## src/rtl/img_stream_src_pkg.sv

```systemverilog
// ---------------------------------------------------------------------------
// img_stream_src_pkg
//   Shared definitions for the dehaze frame-to-stream transmitter:
//   - default geometry / width parameters
//   - FSM state enum
//   - counter-width helper (clog2 with a floor of one bit)
//   - pixel-pack helpers for slicing a {r,g,b} word, with r in the MSBs
// ---------------------------------------------------------------------------
package img_stream_src_pkg;

  localparam int DEF_DATA_WIDTH = 8;
  localparam int DEF_IMG_WIDTH  = 320;
  localparam int DEF_IMG_HEIGHT = 240;
  localparam int DEF_HBLANK     = 4;
  localparam int DEF_ADDR_WIDTH = 17;

  typedef enum logic [2:0] {
    ST_IDLE,
    ST_LINE,
    ST_HBLANK,
    ST_DRAIN,
    ST_DONE
  } state_e;

  // Counter width able to hold 0..n-1. A one-bit floor keeps degenerate
  // geometries (IMG_WIDTH=1, HBLANK=0) from producing zero-width vectors.
  function automatic int cnt_w(input int n);
    return (n <= 1) ? 1 : $clog2(n);
  endfunction

  // Component positions inside a packed {r,g,b} word.
  localparam int PIX_B = 0;
  localparam int PIX_G = 1;
  localparam int PIX_R = 2;

  // LSB position of component idx in a word of dw-bit components.
  function automatic int pix_lsb(input int dw, input int idx);
    return idx * dw;
  endfunction

endpackage

```

## src/rtl/img_stream_out_pipe.sv

```systemverilog
// ---------------------------------------------------------------------------
// img_stream_out_pipe
//   Two-stage alignment pipeline between the read strobe and the pixel stream.
//   Stage 1 delays the read strobe and marker flags by one cycle so they line
//   up with the synchronous-read memory data. Stage 2 registers the outgoing
//   valid/data/marker beat. Components and markers are forced to zero on any
//   cycle without a valid beat. flush empties both stages on the next edge.
//
// Ports:
//   clk, rst_n        clock, asynchronous active-low reset
//   flush             clear both stages (frame abort)
//   rd_en_in          memory read strobe issued this cycle
//   sof_in/eol_in/eof_in  markers belonging to the pixel being read
//   mem_rdata         {r,g,b} read data, valid one cycle after rd_en_in
//   valid_out, r_out, g_out, b_out, sof, eol, eof   registered stream beat
// ---------------------------------------------------------------------------
module img_stream_out_pipe
  import img_stream_src_pkg::*;
#(
  parameter int DATA_WIDTH = DEF_DATA_WIDTH
) (
  input  logic                    clk,
  input  logic                    rst_n,
  input  logic                    flush,
  input  logic                    rd_en_in,
  input  logic                    sof_in,
  input  logic                    eol_in,
  input  logic                    eof_in,
  input  logic [3*DATA_WIDTH-1:0] mem_rdata,
  output logic                    valid_out,
  output logic [DATA_WIDTH-1:0]   r_out,
  output logic [DATA_WIDTH-1:0]   g_out,
  output logic [DATA_WIDTH-1:0]   b_out,
  output logic                    sof,
  output logic                    eol,
  output logic                    eof
);

  localparam int R_LSB = pix_lsb(DATA_WIDTH, PIX_R);
  localparam int G_LSB = pix_lsb(DATA_WIDTH, PIX_G);
  localparam int B_LSB = pix_lsb(DATA_WIDTH, PIX_B);

  logic                  s1_vld_q, s1_vld_d;
  logic                  s1_sof_q, s1_sof_d;
  logic                  s1_eol_q, s1_eol_d;
  logic                  s1_eof_q, s1_eof_d;
  logic                  vld_q, vld_d;
  logic                  sof_q, sof_d;
  logic                  eol_q, eol_d;
  logic                  eof_q, eof_d;
  logic [DATA_WIDTH-1:0] r_q, r_d;
  logic [DATA_WIDTH-1:0] g_q, g_d;
  logic [DATA_WIDTH-1:0] b_q, b_d;

  always_comb begin
    s1_vld_d = rd_en_in & ~flush;
    s1_sof_d = rd_en_in & sof_in & ~flush;
    s1_eol_d = rd_en_in & eol_in & ~flush;
    s1_eof_d = rd_en_in & eof_in & ~flush;

    vld_d = s1_vld_q & ~flush;
    sof_d = s1_vld_q & s1_sof_q & ~flush;
    eol_d = s1_vld_q & s1_eol_q & ~flush;
    eof_d = s1_vld_q & s1_eof_q & ~flush;

    // Hold the datapath at zero between beats rather than leaking stale data.
    r_d = '0;
    g_d = '0;
    b_d = '0;
    if (vld_d) begin
      r_d = mem_rdata[R_LSB +: DATA_WIDTH];
      g_d = mem_rdata[G_LSB +: DATA_WIDTH];
      b_d = mem_rdata[B_LSB +: DATA_WIDTH];
    end
  end

  always_ff @(posedge clk or negedge rst_n) begin
    if (!rst_n) begin
      s1_vld_q <= 1'b0;
      s1_sof_q <= 1'b0;
      s1_eol_q <= 1'b0;
      s1_eof_q <= 1'b0;
      vld_q    <= 1'b0;
      sof_q    <= 1'b0;
      eol_q    <= 1'b0;
      eof_q    <= 1'b0;
      r_q      <= '0;
      g_q      <= '0;
      b_q      <= '0;
    end else begin
      s1_vld_q <= s1_vld_d;
      s1_sof_q <= s1_sof_d;
      s1_eol_q <= s1_eol_d;
      s1_eof_q <= s1_eof_d;
      vld_q    <= vld_d;
      sof_q    <= sof_d;
      eol_q    <= eol_d;
      eof_q    <= eof_d;
      r_q      <= r_d;
      g_q      <= g_d;
      b_q      <= b_d;
    end
  end

  assign valid_out = vld_q;
  assign r_out     = r_q;
  assign g_out     = g_q;
  assign b_out     = b_q;
  assign sof       = sof_q;
  assign eol       = eol_q;
  assign eof       = eof_q;

endmodule

```

## src/rtl/img_stream_src.sv

```systemverilog
// ---------------------------------------------------------------------------
// img_stream_src
//   Reads an RGB frame from a synchronous-read pixel memory in raster order
//   and emits it as a valid/r/g/b stream with sof/eol/eof markers and
//   programmable blanking between lines. No backpressure.
//
// Ports:
//   clk, rst_n        clock, asynchronous active-low reset
//   start             pulse; starts a frame when idle (base_addr latched)
//   abort             pulse; terminates the current frame, no done
//   base_addr         frame base address
//   busy              high while a frame is in progress
//   done              one-cycle pulse on normal frame completion
//   mem_rd_en/mem_addr  read port to pixel memory
//   mem_rdata         {r,g,b} read data, one cycle after mem_rd_en
//   valid_out, r_out, g_out, b_out, sof, eol, eof   pixel stream
// ---------------------------------------------------------------------------
module img_stream_src
  import img_stream_src_pkg::*;
#(
  parameter int DATA_WIDTH = DEF_DATA_WIDTH,
  parameter int IMG_WIDTH  = DEF_IMG_WIDTH,
  parameter int IMG_HEIGHT = DEF_IMG_HEIGHT,
  parameter int HBLANK     = DEF_HBLANK,
  parameter int ADDR_WIDTH = DEF_ADDR_WIDTH
) (
  input  logic                    clk,
  input  logic                    rst_n,
  input  logic                    start,
  input  logic                    abort,
  input  logic [ADDR_WIDTH-1:0]   base_addr,
  output logic                    busy,
  output logic                    done,
  output logic                    mem_rd_en,
  output logic [ADDR_WIDTH-1:0]   mem_addr,
  input  logic [3*DATA_WIDTH-1:0] mem_rdata,
  output logic                    valid_out,
  output logic [DATA_WIDTH-1:0]   r_out,
  output logic [DATA_WIDTH-1:0]   g_out,
  output logic [DATA_WIDTH-1:0]   b_out,
  output logic                    sof,
  output logic                    eol,
  output logic                    eof
);

  localparam int X_W     = cnt_w(IMG_WIDTH);
  localparam int Y_W     = cnt_w(IMG_HEIGHT);
  localparam int HB_W    = cnt_w(HBLANK + 1);
  localparam int HB_LAST = (HBLANK > 0) ? HBLANK - 1 : 0;

  localparam logic [X_W-1:0]  X_LAST    = X_W'(IMG_WIDTH - 1);
  localparam logic [Y_W-1:0]  Y_LAST    = Y_W'(IMG_HEIGHT - 1);
  localparam logic [HB_W-1:0] HB_LAST_V = HB_W'(HB_LAST);

  state_e                state_q, state_d;
  logic [X_W-1:0]        x_q, x_d;
  logic [Y_W-1:0]        y_q, y_d;
  logic [HB_W-1:0]       hb_q, hb_d;
  logic                  drain_q, drain_d;
  logic [ADDR_WIDTH-1:0] base_q, base_d;
  // Running pixel offset from the frame base; it equals y*IMG_WIDTH + x in
  // LINE and simply holds through blanking, so no multiplier is needed.
  logic [ADDR_WIDTH-1:0] off_q, off_d;

  logic line_px;
  logic sof_flag, eol_flag, eof_flag;
  logic flush;

  always_comb begin
    state_d = state_q;
    x_d     = x_q;
    y_d     = y_q;
    hb_d    = hb_q;
    drain_d = drain_q;
    base_d  = base_q;
    off_d   = off_q;

    case (state_q)
      ST_IDLE: begin
        if (start && !abort) begin
          state_d = ST_LINE;
          base_d  = base_addr;
          x_d     = '0;
          y_d     = '0;
          off_d   = '0;
        end
      end
      ST_LINE: begin
        off_d = off_q + 1'b1;
        if (x_q == X_LAST) begin
          x_d = '0;
          if (y_q == Y_LAST) begin
            state_d = ST_DRAIN;
            drain_d = 1'b0;
          end else begin
            y_d = y_q + 1'b1;
            if (HBLANK == 0) begin
              state_d = ST_LINE;
            end else begin
              state_d = ST_HBLANK;
              hb_d    = '0;
            end
          end
        end else begin
          x_d = x_q + 1'b1;
        end
      end
      ST_HBLANK: begin
        if (hb_q == HB_LAST_V) begin
          state_d = ST_LINE;
        end else begin
          hb_d = hb_q + 1'b1;
        end
      end
      ST_DRAIN: begin
        // Two cycles let the last read reach valid_out before done.
        if (drain_q) begin
          state_d = ST_DONE;
        end else begin
          drain_d = 1'b1;
        end
      end
      ST_DONE: begin
        state_d = ST_IDLE;
      end
      default: begin
        state_d = ST_IDLE;
      end
    endcase

    if (abort && (state_q != ST_IDLE)) begin
      state_d = ST_IDLE;
    end
  end

  always_ff @(posedge clk or negedge rst_n) begin
    if (!rst_n) begin
      state_q <= ST_IDLE;
      x_q     <= '0;
      y_q     <= '0;
      hb_q    <= '0;
      drain_q <= 1'b0;
      base_q  <= '0;
      off_q   <= '0;
    end else begin
      state_q <= state_d;
      x_q     <= x_d;
      y_q     <= y_d;
      hb_q    <= hb_d;
      drain_q <= drain_d;
      base_q  <= base_d;
      off_q   <= off_d;
    end
  end

  assign line_px  = (state_q == ST_LINE);
  assign sof_flag = line_px && (x_q == '0) && (y_q == '0);
  assign eol_flag = line_px && (x_q == X_LAST);
  assign eof_flag = eol_flag && (y_q == Y_LAST);

  assign mem_rd_en = line_px;
  assign mem_addr  = line_px ? (base_q + off_q) : '0;
  assign busy      = (state_q != ST_IDLE);
  assign done      = (state_q == ST_DONE);
  assign flush     = abort && busy;

  img_stream_out_pipe #(
    .DATA_WIDTH (DATA_WIDTH)
  ) u_out_pipe (
    .clk       (clk),
    .rst_n     (rst_n),
    .flush     (flush),
    .rd_en_in  (line_px),
    .sof_in    (sof_flag),
    .eol_in    (eol_flag),
    .eof_in    (eof_flag),
    .mem_rdata (mem_rdata),
    .valid_out (valid_out),
    .r_out     (r_out),
    .g_out     (g_out),
    .b_out     (b_out),
    .sof       (sof),
    .eol       (eol),
    .eof       (eof)
  );

endmodule

```

## config.mk

```make
export PLATFORM = sky130hd
export DESIGN_NAME = img_stream_src
export DESIGN_NICKNAME = d
export VERILOG_FILES = /design/src/rtl/img_stream_src_pkg.sv /design/src/rtl/img_stream_out_pipe.sv /design/src/rtl/img_stream_src.sv
export SDC_FILE = /design/constraint.sdc
export NUM_CORES = 1
export LEC_CHECK = 0
export ABC_AREA = 1
export BUFFER_PORTS_ARGS = -buffer_cell sky130_fd_sc_hd__buf_2
export CORE_MARGIN = 5
export CORE_UTILIZATION = 54
export DETAILED_ROUTE_END_ITERATION = 10
export PLACE_DENSITY = 0.78
export SLEW_MARGIN = 10
export SYNTH_ARGS = -nofsm -noshare
export SYNTH_HDL_FRONTEND = slang
export SYNTH_SLANG_ARGS = --single-unit
```

## constraint.sdc

```tcl
create_clock -name clk -period 3.3 [get_ports clk]
set_input_delay 0.165 -clock clk [delete_from_list [all_inputs] [get_ports clk]]
set_output_delay 0.165 -clock clk [all_outputs]
set_load 0.05 [all_outputs]
```

==> results of run 1 <==
cell type report:
| class | count | share of cell area [%] |
|---|---|---|
| Clock inverter | 7 | 1.08 |
| Tap cell | 129 | 2.58 |
| Timing Repair Buffer | 125 | 12.5 |
| Sequential cell | 90 | 35.9 |
| Clock buffer | 9 | 1.98 |
| Inverter | 129 | 7.73 |
| Multi-Input combinational cell | 477 | 38.2 |
sequential cells by signal, indices dropped and copies added (netlist names), 3 cells and up:
register          count
base_q               17
hb_q                  3
off_q                17
state_q               3
u_out_pipe.b_out      8
u_out_pipe.g_out      8
u_out_pipe.r_out      8
x_q                   9
y_q                   8
kinds of logic after synthesis:
kind of cell | count (synthesis)
AO/OA/AOI/OAI | 65
XOR/XNOR | 11
adder cells (fa/ha/maj) | 24
buffers and inverters | 139
flip-flops | 90
AND/OR/NAND/NOR | 377
synthesized netlist by cell type (all sizes together):
cell	instances
a21boi	1
a21oi	23
a22oi	1
and2	2
buf	10
dfrtp	90
fa	1
ha	23
inv	129
nand2	228
nand3	41
nand3b	1
nand4	9
nor2	77
nor3	15
nor4	2
o211ai	1
o21ai	32
o21bai	2
o22ai	3
o31ai	2
or2	2
xnor2	3
xor2	8
final timing paths:
| path | startpoint | to | slack (ns) | depth (start not counted) |
|---|---|---|---|---|
| min reg2reg | u_out_pipe.s1_eof_q | u_out_pipe.eof | 0.48 | 2 |
| min in group asynchronous | rst_n | hb_q[2] | 0.22 | 2 |
| min | mem_rdata[3] | u_out_pipe.b_out[3] | 0.02 | 3 |
| max reg2reg | state_q[1] | y_q[4] | 1.34 | 9 |
| max in group asynchronous | rst_n | u_out_pipe.b_out[6] | 2.24 | 3 |
| max | off_q[0] | mem_addr[12] | 0.71 | 13 |
repair_timing:
| item | in CTS | in global routing |
|---|---|---|
| hold endpoints to repair | 49 | 0 |
| buffers inserted | 0 | 0 |
| hold buffers | 29 | 0 |
critical path, stage by stage, from the launching register on:
cell and delay (ns):
dfrtp_1 0.42, ha_1 0.19, inv_1 0.05, fa_1 0.35
inv_1 0.12, nand2_1 0.06, nand2_1 0.07, nand3_1 0.06
nand2_1 0.15, nand2_1 0.09, nand3_1 0.07, nand2_1 0.05
nor2_1 0.10, buf_2 0.27
metal layers:
metal | vias to the layer above | track usage [%]
met4 | 0 | 6.04
met5 | - | 0
met1 | 2217 | 27.9
li1 | 2425 | -
met2 | 126 | 42.0
met3 | 19 | 4.66
placed cells by master, fill, tap and decap left out, drive strengths merged:
master,synthesis,routed
nand4,9,9
o31ai,2,2
clkbuf,0,9
ha,23,23
dfrtp,90,90
o21bai,2,2
nand3b,1,1
nand2,228,228
a22oi,1,1
nor3,15,15
xnor2,3,3
o211ai,1,1
o22ai,3,3
nor2,77,77
dlygate4sd3,0,29
clkinv,0,2
inv,129,133
clkinvlp,0,1
nand3,41,41
nor4,2,2
o21ai,32,32
buf,10,96
xor2,8,8
or2,2,2
and2,2,2
a21oi,23,23
a21boi,1,1
fa,1,1
through the flow:
stage / hold WS, ns / cell area (um2) / utilization, % / cells / setup slack [ns]
after detailed placement: 0.0744 / 5790 / 62.3 / 921 / 1.09
after global placement: 0.0721 / 5790 / 62.3 / 921 / 1.12
final: 0.0160 / 6270 / 67.5 / 966 / 0.707
after floorplan: -0.131 / 5180 / - / 706 / 0.995
after CTS: 0.000856 / 6270 / 67.5 / 966 / 0.671
after global routing: 0.0111 / 6270 / 67.5 / 966 / 0.477
power breakdown:
| part | switching (mW) | internal [mW] |
|---|---|---|
| combinational | 1.61 | 0.621 |
| sequential | 0.205 | 1.35 |
| clock | 0.428 | 0.295 |
| total | 2.25 | 2.27 |
==> impl_metrics.tcl, run 1 <==
set metrics [dict create \
    status "finished clean" \
    post_synthesis_share_of_cell_area_spent_on_and_or_nand_and_nor_gates_pct 31.7 \
    dr_wl_met3_um 546 \
    launching_element_type_of_the_critical_path "flop" \
    synth.avg_cell_area_um2 7.34 \
    iteration_0_drc_count_of_the_detailed_router 219 \
    clock.fmax_ghz 0.386 \
    final_antenna_net_count 0 \
    syn_nets 775 \
    clock_tree.buffer_depth 2 \
    synthesis.yosys.warnings 0 \
    placementRows 35 \
    layout.nets 901 \
    crit_type "reg -> out" \
    worst-path-max-fanout 5 \
    vias_per_cell 4.96 \
    post-route-period-util_pct 78.6 \
    htree_num_levels 3 \
    die_area_um2 11700 \
    antenna_found_initial 0 \
    critPathRequiredTime_ns 3.13 \
    synth_top_area_share_pct 43.5 \
    clkTransAtPathRegs_ns 0.10 \
    maxCapViolCount 0 \
    die_h_um 108 \
    drt-met1-wl_um 5390 \
    routed_wirelength_um 12500 \
    cp-end-kind "output pin" \
    wire_length_on_met2_um 6400 \
    ctsRootBufferMaster "clkbuf_8" \
    post_synth_fa_ha_maj_area_fraction_pct 5.94 \
    clk_latency_ns 0.36 \
    portBuffers 92 \
    globalRoute.totalOverflow 0 \
    rsz_0062_raised_after_global_routing "no" \
    tritoncts_clock_tree "built" \
    grt_usage_pct 23.1 \
    syn_inst 706 \
    nFillCells 809 \
    per_cell_routed_wire_length_um 13.0 \
    grt_start_max_net_pins 42 \
    dr_top_layer "met4" \
    vias 4787 \
    post_route_drc_violation_count 0 \
    dp.final_hpwl_um 8960 \
    seq_area_frac_synth_pct 43.5 \
    peak_vdd_ir_uv 498 \
    num_antenna_cells 0 \
    yosys.cell_types.count 35 \
    slew-limit-headroom_pct 47.1 \
    cellLeakagePower_nw 3.68 \
    ios 93 \
    dr.pass1.iters 5 \
    final_period_minus_worst_setup_slack_ns 2.59 \
    areaGrowthSynthToFinish_pct 21.0 \
    synth_xor_xnor_area_share_pct 1.86 \
    hold_violations 0 \
    cts.sink_count 90 \
    fin_total_pwr_mw 4.51 \
    number_of_global_route_vias_before_repair 4952 \
    routabilityCongestion 0.902 \
    worstPathArrival_ns 2.43 \
    worst_hold_path_type "in -> reg" \
    cts_resized 0 \
    synth.mux.area_fraction_pct 0 \
    final-setup-viol-count 0 \
    synth_compound_area_share_pct 6.69 \
    mappedNetlistArea_um2 5180 \
    grt_pass1_wl_um 22100 \
    worstMarginPinSlew_ns 0.792 \
    chipWidth_um 108 \
    layout-drive-gt1-share_pct 16.5 \
    seqCellArea_um2 2250 \
    floorplan.core_area_um2 9280 \
    total_area_of_multi_input_combinational_cells_um2 2390 \
    synth_top_family_by_area "simple AND/OR/NAND/NOR gates" \
    initial_core_util_pct 55.8 \
    totalNegativeSetupSlack_ns 0 \
    synth.area.top_cells "dfrtp_1, nand2_1, inv_1, ha_1, nor2_1" \
    yosys_register_bits 90 \
    timing_max_transition_violations_final 0 \
    cts_inserted_buffers 9 \
    yosysTopAreaCell "dfrtp_1" \
    fin_skew_ns 0.0128 \
    powerDensity_nw_per_um2 720 \
]
No activity file was read; power rests on OpenSTA's default activity.
==> run 2, diff against run 1 <==
- CORE_UTILIZATION: 54 -> 51
- PLACE_DENSITY: 0.78 -> 0.77
- clock period: 3.3 -> 2.2 ns (I/O delays scaled with it)
==> impl_metrics.tcl, run 2 (synthesis gave the netlist of run 1 again) <==
set metrics [dict create \
    worst-path-max-fanout 4 \
    final_period_minus_worst_setup_slack_ns 2.28 \
    antenna_found_initial 0 \
    grtUsageMet2_pct 40.2 \
    dpl.cell_count 928 \
    slew-limit-headroom_pct 43.1 \
    crit_path_cell_trace "ha_2 -> inv_2 -> fa_2 -> inv_2 -> nand2_2 -> nand2_2 -> nand3_2 -> nand2_4 -> nand2_2 -> nand3_2 -> nand2_1 -> nor2_2 -> buf_6" \
    placementRows 36 \
    grt.busiest_layer "met2" \
    cts.sink_count 90 \
    totalNegativeSetupSlack_ns -0.366 \
    critical_path.slowest_cell "dfrtp_1" \
    routabilityCongestion 0.889 \
    hold_violations 0 \
    clkTransAtPathRegs_ns 0.10 \
    crit_type "reg -> out" \
    nFillCells 752 \
    areaGrowthSynthToFinish_pct 33.0 \
    number_of_global_route_vias_before_repair 5239 \
    placement.cell_area_um2 5830 \
    grt_usage_pct 22.9 \
    ios 93 \
    cellLeakagePower_nw 3.83 \
    worstMarginPinSlew_ns 0.852 \
    critical_path.reg2reg.startpoint "state_q[1]" \
    critPathRequiredTime_ns 2.09 \
    cell_mode_on_critical_path "nand2_2" \
    cts_inserted_buffers 9 \
    use_met3_pct 4.97 \
    crit_path_start "base_q[0]" \
    maxCapViolCount 0 \
    dp.final_hpwl_um 9290 \
    mostFrequentLayoutCells "nand2_1, inv_1, dfrtp_1, buf_2, nor2_1" \
    per_cell_routed_wire_length_um 14.2 \
    layout.nets 928 \
    clock.fmax_ghz 0.438 \
    layout_commonest_cell "nand2_1" \
    top_regs "base_q: 17 flops, off_q: 17 flops, x_q: 9 flops" \
    die_area_um2 12300 \
    portBuffers 92 \
    grt_start_max_net_pins 50 \
    num_antenna_cells 0 \
    timing_max_transition_violations_final 0 \
    worstPathArrival_ns 2.17 \
    die_h_um 111 \
    layout-drive-gt1-share_pct 24.5 \
    chipWidth_um 111 \
    final_design_area_no_fill_um2 6890 \
    finalNonFillerCells 997 \
    floorplan.core_area_um2 9820 \
    vias_per_cell 5.11 \
    fin_total_pwr_mw 7.57 \
    ctsRootBufferMaster "clkbuf_8" \
    clock_tree.buffer_depth 2 \
    htree_num_levels 3 \
    rsz_0062_raised_after_global_routing "yes" \
    tritoncts_clock_tree "built" \
    routed_wirelength_um 14100 \
    violated_checks "negative setup slack" \
    post-route-period-util_pct 104 \
    worst_hold_startpoint "abort" \
    clk_latency_ns 0.36 \
    fin_skew_ns 0.00921 \
    seqCellArea_um2 2260 \
    total_area_of_multi_input_combinational_cells_um2 2690 \
    launching_element_type_of_the_critical_path "flop" \
    status "finished with violations" \
    postLayoutSetupSlackWorst_ns -0.0847 \
    dr.pass1.iters 5 \
    grt_pass1_wl_um 23600 \
    iteration_0_drc_count_of_the_detailed_router 361 \
    timing.critical_path.buf_inv 3 \
    peak_vdd_ir_uv 677 \
    path_delay_family "simple AND/OR/NAND/NOR gates" \
    initial_core_util_pct 52.8 \
    vias 5090 \
    slowest_delay_ns 0.37 \
    global_route.usage.met1_pct 26.9 \
    final_util_pct 70.2 \
    powerDensity_nw_per_um2 1100 \
    worst_hold_path_type "in -> reg" \
    final-setup-viol-count 7 \
    final_antenna_net_count 0 \
    globalRoute.totalOverflow 0 \
    cp-end-kind "output pin" \
    post_route_drc_violation_count 0 \
]
==> run 2: cell count changes in the layout (fill, tap and decap cells not counted), moves of 12 or more <==
cell and delta:
buf_2 -12, buf_4 +16, dlygate4sd3_1 +13, ha_1 -13, ha_4 +12, nand2_1 -16
nand2_2 +13
==> run 2: final cells by class <==
class	instances	area share [%]
Tap cell	133	2.42
Sequential cell	90	32.8
Inverter	129	7.03
Clock buffer	9	1.80
Timing Repair Buffer	152	15.8
Multi-Input combinational cell	477	39.0
Clock inverter	7	1.05
==> run 2: through the flow <==
| step | worst slack, ns | hold WS [ns] |
|---|---|---|
| after global placement | 0.150 | 0.129 |
| final | -0.0847 | 0.0287 |
| after floorplan | -0.0501 | -0.186 |
| after global routing | -0.201 | 0.00816 |
| after detailed placement | 0.125 | 0.141 |
| after CTS | -0.0698 | 0.00458 |
==> run 2: power breakdown <==
group / total [mW] / internal [mW] / switching, mW
clock network: 1.11 / 0.444 / 0.665
logic: 4.06 / 1.39 / 2.67
registers: 2.40 / 2.03 / 0.370
==> run 2: layer usage <==
| layer | share of wire (%) | wire, um |
|---|---|---|
| met5 | 0 | 0 |
| met4 | 3.9 | 545 |
| met3 | 4.7 | 671 |
| met2 | 51 | 7240 |
| met1 | 40 | 5670 |
==> run 2: what timing repair did <==
| action | 4_1_cts | 5_1_grt |
|---|---|---|
| pin swaps | 9 | 8 |
| cloned | 0 | 0 |
| endpoints found under the setup margin | 14 | 13 |
| resized for setup | 46 | 38 |
| buffers inserted | 7 | 4 |
| endpoints found under the hold margin | 82 | 0 |
| hold buffers | 42 | 0 |
==> run 2: worst paths after layout <==
check	end	slack (ns)	cells after the start
max	mem_addr[16]	-0.08	13
min	u_out_pipe.s1_vld_q	0.03	2
max reg2reg	u_out_pipe.g_out[6]	0.41	5
min reg2reg	hb_q[1]	0.49	2
max in group asynchronous	off_q[10]	1.25	3
min in group asynchronous	y_q[4]	0.30	2
==> run 3, diff against run 2 <==
- CORE_UTILIZATION: 51 -> 54
- PLACE_DENSITY: 0.77 -> 0.78
- clock period: 2.2 -> 2.3 ns (I/O delays scaled with it)
==> impl_metrics.tcl, run 3 (synthesis gave the netlist of run 1 again) <==
set metrics [dict create \
    status "finished with violations" \
    violated_checks "negative setup slack" \
    post-route-period-util_pct 101 \
    layout_commonest_cell "nand2_1" \
    post_route_drc_violation_count 0 \
    areaGrowthSynthToFinish_pct 30.5 \
    timing_max_transition_violations_final 0 \
    worstPathArrival_ns 2.20 \
    clock.fmax_ghz 0.431 \
    flop_pwr_share_pct 32.6 \
    slew-limit-headroom_pct 46.2 \
    htree_num_levels 3 \
    portBuffers 92 \
    launching_element_type_of_the_critical_path "flop" \
    worst_r2r_endpoint "u_out_pipe.b_out[6]" \
    peak_vdd_ir_uv 671 \
    hold_violations 0 \
    maxCapViolCount 0 \
    fin_total_pwr_mw 7.03 \
    per_cell_routed_wire_length_um 13.7 \
    floorplan.core_area_um2 9280 \
    routabilityCongestion 0.912 \
    ff2ff_setup_slack_ns 0.50 \
    totalNegativeSetupSlack_ns -0.0199 \
    pwr-share-comb_pct 52.9 \
    final_period_minus_worst_setup_slack_ns 2.32 \
    grt_start_max_net_pins 52 \
    initial_core_util_pct 55.8 \
    final-setup-viol-count 1 \
    mostFrequentLayoutCells "nand2_1, inv_1, dfrtp_1, buf_2, nor2_1" \
    powerDensity_nw_per_um2 1040 \
    worst-path-max-fanout 4 \
    p_sw_mw 3.42 \
    chipWidth_um 108 \
    cts.sink_count 90 \
    rsz_0062_raised_after_global_routing "yes" \
    layout-drive-gt1-share_pct 22.5 \
    worstHoldPathCells 2 \
    power_switching_share_pct 48.7 \
    crit_path_cell_trace "ha_4 -> nand2_1 -> inv_1 -> a21oi_1 -> nand2_2 -> buf_4 -> a21oi_1 -> buf_2" \
    critical_path.slowest_cell "dfrtp_2" \
    routed_wirelength_um 13600 \
    nFillCells 715 \
    cell_mode_on_critical_path "a21oi_1" \
    clk_latency_ns 0.36 \
    clock_tree.buffer_depth 2 \
    iteration_0_drc_count_of_the_detailed_router 282 \
    die_h_um 108 \
    internal-power_mw 3.61 \
    globalRoute.totalOverflow 0 \
    worstRegToRegCells 5 \
    crit_path_start "off_q[4]" \
    cellLeakagePower_nw 3.79 \
    slowest_delay_ns 0.46 \
    grt_pass1_wl_um 22400 \
    vias 5078 \
    top_regs "base_q: 17 flops, off_q: 17 flops, x_q: 9 flops" \
    final_antenna_net_count 0 \
    clkTransAtPathRegs_ns 0.09 \
    crit_type "reg -> out" \
    vias_per_cell 5.12 \
    endpoint "mem_addr[6]" \
    fin_skew_ns 0.0102 \
    antenna_found_initial 0 \
    critPathRequiredTime_ns 2.18 \
    hold-worst-slack_ns 0.0377 \
    worstMarginPinSlew_ns 0.805 \
    cp-end-kind "output pin" \
    number_of_global_route_vias_before_repair 5110 \
    cts_inserted_buffers 9 \
    die_area_um2 11700 \
    ios 93 \
    layout.nets 926 \
    power.share.clock_pct 14.5 \
    placementRows 35 \
    tritoncts_clock_tree "built" \
    dp.final_hpwl_um 9220 \
    dr.pass1.iters 6 \
    critical_path.reg2reg.startpoint "state_q[1]" \
    worst_hold_path_type "in -> reg" \
    final_util_pct 72.9 \
    grt_usage_pct 23.6 \
    ctsRootBufferMaster "clkbuf_8" \
    postLayoutSetupSlackWorst_ns -0.0199 \
]
[run 3: per-stage QoR]
stage	worst slack [ns]	instances	cell area, um2
after floorplan	0.0449	706	5180
after global placement	0.186	924	5820
after detailed placement	0.165	924	5820
after CTS	-0.00775	984	6500
after global routing	-0.129	991	6760
final	-0.0199	992	6760
[run 3: critical path: cells and delay by family, from the launching register on]
family / cells / cell delay, ns
AND/OR/NAND/NOR: 2 / 0.25
flip-flops: 1 / 0.46
buffers and inverters: 3 / 0.52
adder cells (fa/ha/maj): 1 / 0.24
AO/OA/AOI/OAI: 2 / 0.36
[run 3: worst min path at each step]
stage,slack (ns),startpoint,to
after floorplan,-0.18,rst_n,base_q[0]
after global placement,0.18,rst_n,y_q[4]
after detailed placement,0.18,rst_n,y_q[2]
after CTS,0.02,abort,u_out_pipe.s1_vld_q
after global routing,0.03,abort,u_out_pipe.s1_vld_q
final,0.04,abort,u_out_pipe.s1_vld_q
[run 3: area by class of cell]
| class | instances | area (um2) | share of cell area [%] |
|---|---|---|---|
| Clock inverter | 7 | 61.3 | 0.906 |
| Multi-Input combinational cell | 477 | 2610 | 38.6 |
| Timing Repair Buffer | 150 | 1060 | 15.7 |
| Clock buffer | 9 | 124 | 1.83 |
| Inverter | 129 | 484 | 7.16 |
| Tap cell | 129 | 161 | 2.39 |
| Antenna cell | 1 | 2.50 | 0.0370 |
| Sequential cell | 90 | 2260 | 33.4 |
[run 3: metal layers]
metal | track usage, % | routed length (um) | vias up
met5 | 0 | 0 | -
met4 | 8.84 | 310 | 0
met3 | 4.42 | 796 | 34
met2 | 42.9 | 7290 | 185
met1 | 27.7 | 5220 | 2376
li1 | - | - | 2483
[run 3: what timing repair did]
| item | CTS | global route |
|---|---|---|
| setup buffers | 2 | 7 |
| gates resized for setup | 16 | 51 |
| pin swaps | 2 | 9 |
| hold buffers | 42 | 0 |
| endpoints found under the hold margin | 90 | 0 |
| endpoints found under the setup margin | 11 | 13 |
[run 3: power groups by stage]
| stage | sequential, mW | combinational (mW) | clock [mW] |
|---|---|---|---|
| after floorplan | 2.44 | 2.21 | 0 |
| after global placement | 2.24 | 3.12 | 0 |
| after detailed placement | 2.27 | 3.20 | 0 |
| after CTS | 2.24 | 3.40 | 1.04 |
| after global routing | 2.34 | 4.07 | 1.11 |
| final | 2.29 | 3.72 | 1.02 |
